[src/rtl/training_control_fsm_pkg.sv]
// Shared types and default constants for the training-phase controller, also used by the
// optimiser datapath and debug logic.
package training_control_fsm_pkg;

  typedef enum logic [1:0] {
    StIdle      = 2'd0,
    StAdam      = 2'd1,
    StManhattan = 2'd2,
    StDone      = 2'd3
  } train_state_e;

  localparam int unsigned DefErrW         = 34;
  localparam logic [33:0] DefSwitchThresh = 34'd1024;
  localparam logic [33:0] DefDoneThresh   = 34'd4;
  localparam int unsigned DefMaxIter      = 1000;
  localparam int unsigned DefIterW        = 16;

endpackage

[src/rtl/training_control_fsm_if.sv]
// Request/status bundle between the training loop sequencer and the training controller.
interface training_control_fsm_if #(
  parameter int unsigned ERR_W = 34
);

  logic             training_mode;
  logic [ERR_W-1:0] SQUARED_ERROR;
  logic             training_done;
  logic             adam_signal;
  logic             manhatten_signal;

  modport master (
    output training_mode,
    output SQUARED_ERROR,
    input  training_done,
    input  adam_signal,
    input  manhatten_signal
  );

  modport slave (
    input  training_mode,
    input  SQUARED_ERROR,
    output training_done,
    output adam_signal,
    output manhatten_signal
  );

endinterface

[src/rtl/training_control_fsm_iter_counter.sv]
// Iteration counter for the active training phases; flags the last allowed iteration.
module training_iter_counter #(
  parameter int unsigned ITER_W   = 16,
  parameter int unsigned MAX_ITER = 1000
) (
  input  logic clk,
  input  logic rst,
  input  logic clear,
  input  logic enable,
  output logic terminal
);

  logic [ITER_W-1:0] count_q, count_d;

  always_comb begin
    count_d = count_q;
    if (clear) begin
      count_d = '0;
    end else if (enable) begin
      count_d = count_q + ITER_W'(1);
    end
  end

  always_ff @(posedge clk or negedge rst) begin
    if (!rst) begin
      count_q <= '0;
    end else begin
      count_q <= count_d;
    end
  end

  assign terminal = (count_q == ITER_W'(MAX_ITER - 1));

endmodule

[src/rtl/training_control_fsm.sv]
// Training-phase controller: Adam for coarse descent, then sign-based Manhattan updates,
// finishing on the error target or the iteration cap. Moore outputs, one-hot or idle.
module training_control_fsm
  import training_control_fsm_pkg::*;
#(
  parameter int unsigned      ERR_W         = DefErrW,
  parameter logic [ERR_W-1:0] SWITCH_THRESH = ERR_W'(DefSwitchThresh),
  parameter logic [ERR_W-1:0] DONE_THRESH   = ERR_W'(DefDoneThresh),
  parameter int unsigned      MAX_ITER      = DefMaxIter,
  parameter int unsigned      ITER_W        = DefIterW
) (
  input logic                  clk,
  input logic                  rst,
  training_control_fsm_if.slave bus
);

  train_state_e state_q, state_d;
  logic         iter_clear;
  logic         iter_enable;
  logic         iter_terminal;

  assign iter_clear  = (state_q == StIdle);
  assign iter_enable = (state_q == StAdam) || (state_q == StManhattan);

  training_iter_counter #(
    .ITER_W   (ITER_W),
    .MAX_ITER (MAX_ITER)
  ) u_iter_counter (
    .clk      (clk),
    .rst      (rst),
    .clear    (iter_clear),
    .enable   (iter_enable),
    .terminal (iter_terminal)
  );

  // Abort has top priority; in Manhattan the error target outranks the cap.
  always_comb begin
    state_d = state_q;
    case (state_q)
      StIdle: begin
        if (bus.training_mode == 1'b1) state_d = StAdam;
      end
      StAdam: begin
        if (!bus.training_mode) begin
          state_d = StIdle;
        end else if (iter_terminal) begin
          state_d = StDone;
        end else if (bus.SQUARED_ERROR < SWITCH_THRESH) begin
          state_d = StManhattan;
        end
      end
      StManhattan: begin
        if (!bus.training_mode) begin
          state_d = StIdle;
        end else if (bus.SQUARED_ERROR <= DONE_THRESH) begin
          state_d = StDone;
        end else if (iter_terminal) begin
          state_d = StDone;
        end
      end
      StDone: begin
        if (!bus.training_mode) state_d = StIdle;
      end
      default: state_d = StIdle;
    endcase
  end

  always_ff @(posedge clk or negedge rst) begin
    if (!rst) begin
      state_q <= StIdle;
    end else begin
      state_q <= state_d;
    end
  end

  assign bus.adam_signal      = (state_q == StAdam);
  assign bus.manhatten_signal = (state_q == StManhattan);
  assign bus.training_done    = (state_q == StDone);

endmodule

[src/flat_wrapper.sv]
// flat-port wrapper written by rule: the top's interface ports become plain ports
module training_control_fsm_flat import training_control_fsm_pkg::*;
#(
  parameter int unsigned      ERR_W         = DefErrW,
  parameter logic [ERR_W-1:0] SWITCH_THRESH = ERR_W'(DefSwitchThresh),
  parameter logic [ERR_W-1:0] DONE_THRESH   = ERR_W'(DefDoneThresh),
  parameter int unsigned      MAX_ITER      = DefMaxIter,
  parameter int unsigned      ITER_W        = DefIterW
)
  (clk, rst, bus_training_mode, bus_SQUARED_ERROR, bus_training_done, bus_adam_signal, bus_manhatten_signal);
  training_control_fsm_if #(.ERR_W(ERR_W)) bus_i ();
  input logic clk;
  input logic rst;
  input wire logic [$bits(bus_i.training_mode)-1:0] bus_training_mode;
  input wire logic [$bits(bus_i.SQUARED_ERROR)-1:0] bus_SQUARED_ERROR;
  output wire logic [$bits(bus_i.training_done)-1:0] bus_training_done;
  output wire logic [$bits(bus_i.adam_signal)-1:0] bus_adam_signal;
  output wire logic [$bits(bus_i.manhatten_signal)-1:0] bus_manhatten_signal;
  assign bus_i.training_mode = bus_training_mode;
  assign bus_i.SQUARED_ERROR = bus_SQUARED_ERROR;
  assign bus_training_done = bus_i.training_done;
  assign bus_adam_signal = bus_i.adam_signal;
  assign bus_manhatten_signal = bus_i.manhatten_signal;
  training_control_fsm #(.ERR_W(ERR_W), .SWITCH_THRESH(SWITCH_THRESH), .DONE_THRESH(DONE_THRESH), .MAX_ITER(MAX_ITER), .ITER_W(ITER_W)) u_core (.clk(clk), .rst(rst), .bus(bus_i));
endmodule
[config.mk]
export PLATFORM = sky130hd
export DESIGN_NAME = training_control_fsm_flat
export DESIGN_NICKNAME = d
export VERILOG_FILES = /design/src/rtl/training_control_fsm_pkg.sv /design/src/rtl/training_control_fsm_if.sv /design/src/rtl/training_control_fsm_iter_counter.sv /design/src/rtl/training_control_fsm.sv /design/src/flat_wrapper.sv
export SDC_FILE = /design/constraint.sdc
export NUM_CORES = 1
export LEC_CHECK = 0
export CAP_MARGIN = 20
export CELL_PAD_IN_SITES_DETAIL_PLACEMENT = 0
export CELL_PAD_IN_SITES_GLOBAL_PLACEMENT = 1
export CORE_AREA = 3 3 56 68
export DETAILED_ROUTE_END_ITERATION = 16
export DIE_AREA = 0 0 59 71
export GPL_TIMING_DRIVEN = 0
export PLACE_DENSITY_LB_ADDON = 0.05
export SYNTH_ARGS = -nofsm -noshare
export SYNTH_HDL_FRONTEND = slang
export SYNTH_SLANG_ARGS = --single-unit
[constraint.sdc]
create_clock -name clk -period 3.15 [get_ports clk]
set_input_delay 0.63 -clock clk [delete_from_list [all_inputs] [get_ports clk]]
set_output_delay 0.63 -clock clk [all_outputs]
set_load 0.005 [all_outputs]
==> results.md <==
- Outcome: completed
- Cell area power density: 308.4 nW/um^2
- Commonest cells after routing, fill and taps aside: sky130_fd_sc_hd__clkdlybuf4s50_1 (39), sky130_fd_sc_hd__dfrtp_1 (18), sky130_fd_sc_hd__nor4_1 (11)
- Violation count after the first detailed-route iteration: 58
- First-pass iteration count of the detailed router: 4
- Setup Skew: 0.003359 ns
- Origin of the worst setup path: u_core.state_q[0]
- Maximum number of pins on one net before global-route repair: 19
- Die outline area: 4189 sq um
- Antenna violation net count after detailed routing: 0
- Hold_buf cts: 0
- DRC errors left: 0
- Top cells by area, synth: sky130_fd_sc_hd__dfrtp_1 (43%), sky130_fd_sc_hd__nor4_1 (6.6%), sky130_fd_sc_hd__xnor2_1 (4.2%)
- Slew at the pin with the worst max-slew slack: 0.8527 ns
- Maximum VDD drop: 174.7 uV
- Horiz. Die Dim: 59 um
- Number of buffers on the longest clock path: 2
- Required time at the endpoint of the critical path: 2.52 ns
- Synth warn: 0
- Initial Util: 31.85%
- Routed wire length: 2735 um
- Unrepaired setup endpoints after global routing: false
- Die Ht: 71 um
- Kind of cell adding the most delay to the critical path: buffers and inverters
- Highest Clock Rate: 411.5 MHz
- #FFs+latches synth: 18
- Sink Count: 18
- Number of I/O port buffers: 39
- Total number of placement rows: 23
- Final-layout fill cell count: 350
- Fraction of registers with async set or reset after synthesis: 100.0%
- Hold_sp: u_core.u_iter_counter.count_q[8]
- Standby leakage power: 0.5970 nW
- Cell variety after synth: 34
- Critical R2R Launch: u_core.u_iter_counter.count_q[14]
- Clock transition at the registers of the reported paths: 0.07 ns
- Total number of H-tree levels: 1
- Aggregate global-route resource usage: 14.20%
- Aggregate global routing overflow: 0
- Share of layout cells above drive strength 1: 6.289%
- Cell at the root of the clock tree: sky130_fd_sc_hd__clkbuf_8
- Antenna violations before repair: 0
- Buffers plus inverters on the worst setup path: 3
- Net count, final: 199
- Cells after synthesis: 117
- Hold Violations, Final: 0
- Via total after detailed routing: 1,085
- First-pass GRT wire length: 4664 um
- Netlist area before placement: 1045 sq um
- Area grow syn2layout: 45.75%
- Number of nets produced by synthesis: 155
- Number of pins exceeding their max-slew limit in the final report: 0
- Antenna cell count: 0
- Total clock buffers created by CTS: 3
- Post-route core utilization: 46.42%
- Worst setup SP type: flop
- Clock latency reported for the late side of the worst-skew pair: 0.25 ns
- Largest stage delay, worst path: 0.59 ns
- CP arrival: 1.80 ns
- Wire per inst: 13.95 um
- Classification of the worst setup path: reg2out
- Critical path fanouts, max: 10
- Critical path capture point type: output pin
- Total I/O pin count: 40
- Crit path max-delay cell type: sky130_fd_sc_hd__clkdlybuf4s50_1
- Final worst path period share: 77.14%
- Share of the synthesized area in the top cell type: 43.11%
- Number of gates resized after CTS: 0
- EDFF count, synth: 0
- Final Wtd Congestion: 0.7281
- Fin worst setup slack: 0.7200 ns
- Sequence of cells on the critical path: nand2_2 > inv_2 > clkbuf_1 > clkdlybuf4s50_1
- Share of the yosys chip area belonging to registers: 43.11%
- Number of setup buffers added after CTS: 0
- Max transition margin: 42.97%
- Cell type with the highest aggregate area in the netlist: sky130_fd_sc_hd__dfrtp_1
- Synthesized area per cell: 8.930 sq um
- Crit path time final: 2.430 ns
- Vias/cell: 5.536
- HPWL after detailed placement: 2158 um
- Leading cell type in the layout, fill and taps excluded: sky130_fd_sc_hd__clkdlybuf4s50_1
- CTS tree: yes
- Hold Crit Class: reg2reg
- Number of global-route vias before repair: 1,070
- Setup TNS after final layout: 0 ns
- Worst setup slack before clock tree synthesis: 0.9908 ns
- Max-capacitance violation count: 0
- Floorplan Core Area: 3281 sq um
- Count of final setup violators: 0
- Commonest register cell after synthesis: sky130_fd_sc_hd__dfrtp_1
## metrics by stage
stage                     cell area [sq um]  cells  power (mW)  hold WS (ns)
after floorplan                        1045    117      0.2582        0.3344
after global placement                 1481    193      0.3118        0.5409
after detailed placement               1481    193      0.3128        0.5616
after CTS                              1523    196      0.4775        0.5722
after global routing                   1523    196      0.4927        0.6036
final                                  1523    196      0.4696        0.5689
## state kept, by name (all words and copies together), names as in the netlist
| signal | count |
|---|---|
| u_core.state_q | 2 |
| u_core.u_iter_counter.count_q | 16 |
## cells in the mapped netlist (3+ instances only)
master,n
sky130_fd_sc_hd__or3_1,4
sky130_fd_sc_hd__nand2_1,9
sky130_fd_sc_hd__nand2b_1,3
sky130_fd_sc_hd__o21ai_0,5
sky130_fd_sc_hd__or4_1,4
sky130_fd_sc_hd__nor4_1,11
sky130_fd_sc_hd__a21oi_1,8
sky130_fd_sc_hd__nand3_1,6
sky130_fd_sc_hd__nor3_1,5
sky130_fd_sc_hd__dfrtp_1,18
sky130_fd_sc_hd__nor2_1,10
sky130_fd_sc_hd__xnor2_1,5
sky130_fd_sc_hd__nand4_1,3
## cells by family after synthesis
family | Yosys count | synth area share (%)
xor gates and xnor gates | 5 | 4.191
DFF | 18 | 43.11
and+or+nand+nor | 65 | 34.85
AOI/OAI and AO/OA | 21 | 12.69
muxes | 1 | 1.078
buffers and inverters | 6 | 2.874
adders and majority gates | 1 | 1.197
## power breakdown
part / leakage [nW] / internal [mW] / total, mW / switching (mW)
Sequential: 0.247 / 0.235 / 0.239 / 0.00461
Clock: 0.0216 / 0.0850 / 0.162 / 0.0770
Combinational: 0.329 / 0.0481 / 0.0683 / 0.0201
Total: 0.597 / 0.368 / 0.470 / 0.102
## layer usage
metal | part of all wire, % | vias to the layer above | track usage [%]
met5 | 0 | - | 0
met4 | 0.73 | 0 | 3.778
met3 | 6.5 | 4 | 2.737
met2 | 49 | 44 | 24.08
met1 | 44 | 504 | 18.12
li1 | - | 533 | -
## final cells by class
type	instances	area [sq um]	area share, %
buffer	3	18.77	1.233
multi-input combinational	93	564.3	37.06
clock buffer	3	41.29	2.712
timing repair buffer	39	390.4	25.64
tap	37	46.29	3.040
sequential	18	450.4	29.58
inverter	3	11.26	0.7395
## path summary, 6_finish.rpt
kind / to / slack (ns) / depth (start not counted)
worst max-delay path: bus_training_done / 0.72 / 4
worst min-delay path: u_core.u_iter_counter.count_q[8] / 0.57 / 2
worst max register to register: u_core.state_q[0] / 1.29 / 4
worst min register to register: u_core.u_iter_counter.count_q[8] / 0.57 / 2
max in group asynchronous: u_core.u_iter_counter.count_q[5] / 1.76 / 1
min in group asynchronous: u_core.u_iter_counter.count_q[7] / 0.86 / 1
## worst register-to-register path, stage by stage (launching register included)
cell and delay [ns]:
sky130_fd_sc_hd__dfrtp_1 0.41, sky130_fd_sc_hd__or4_1 0.52, sky130_fd_sc_hd__nor4_1 0.57, sky130_fd_sc_hd__nor2b_1 0.11
sky130_fd_sc_hd__a21oi_1 0.17
(Power assumes the default switching activity.)
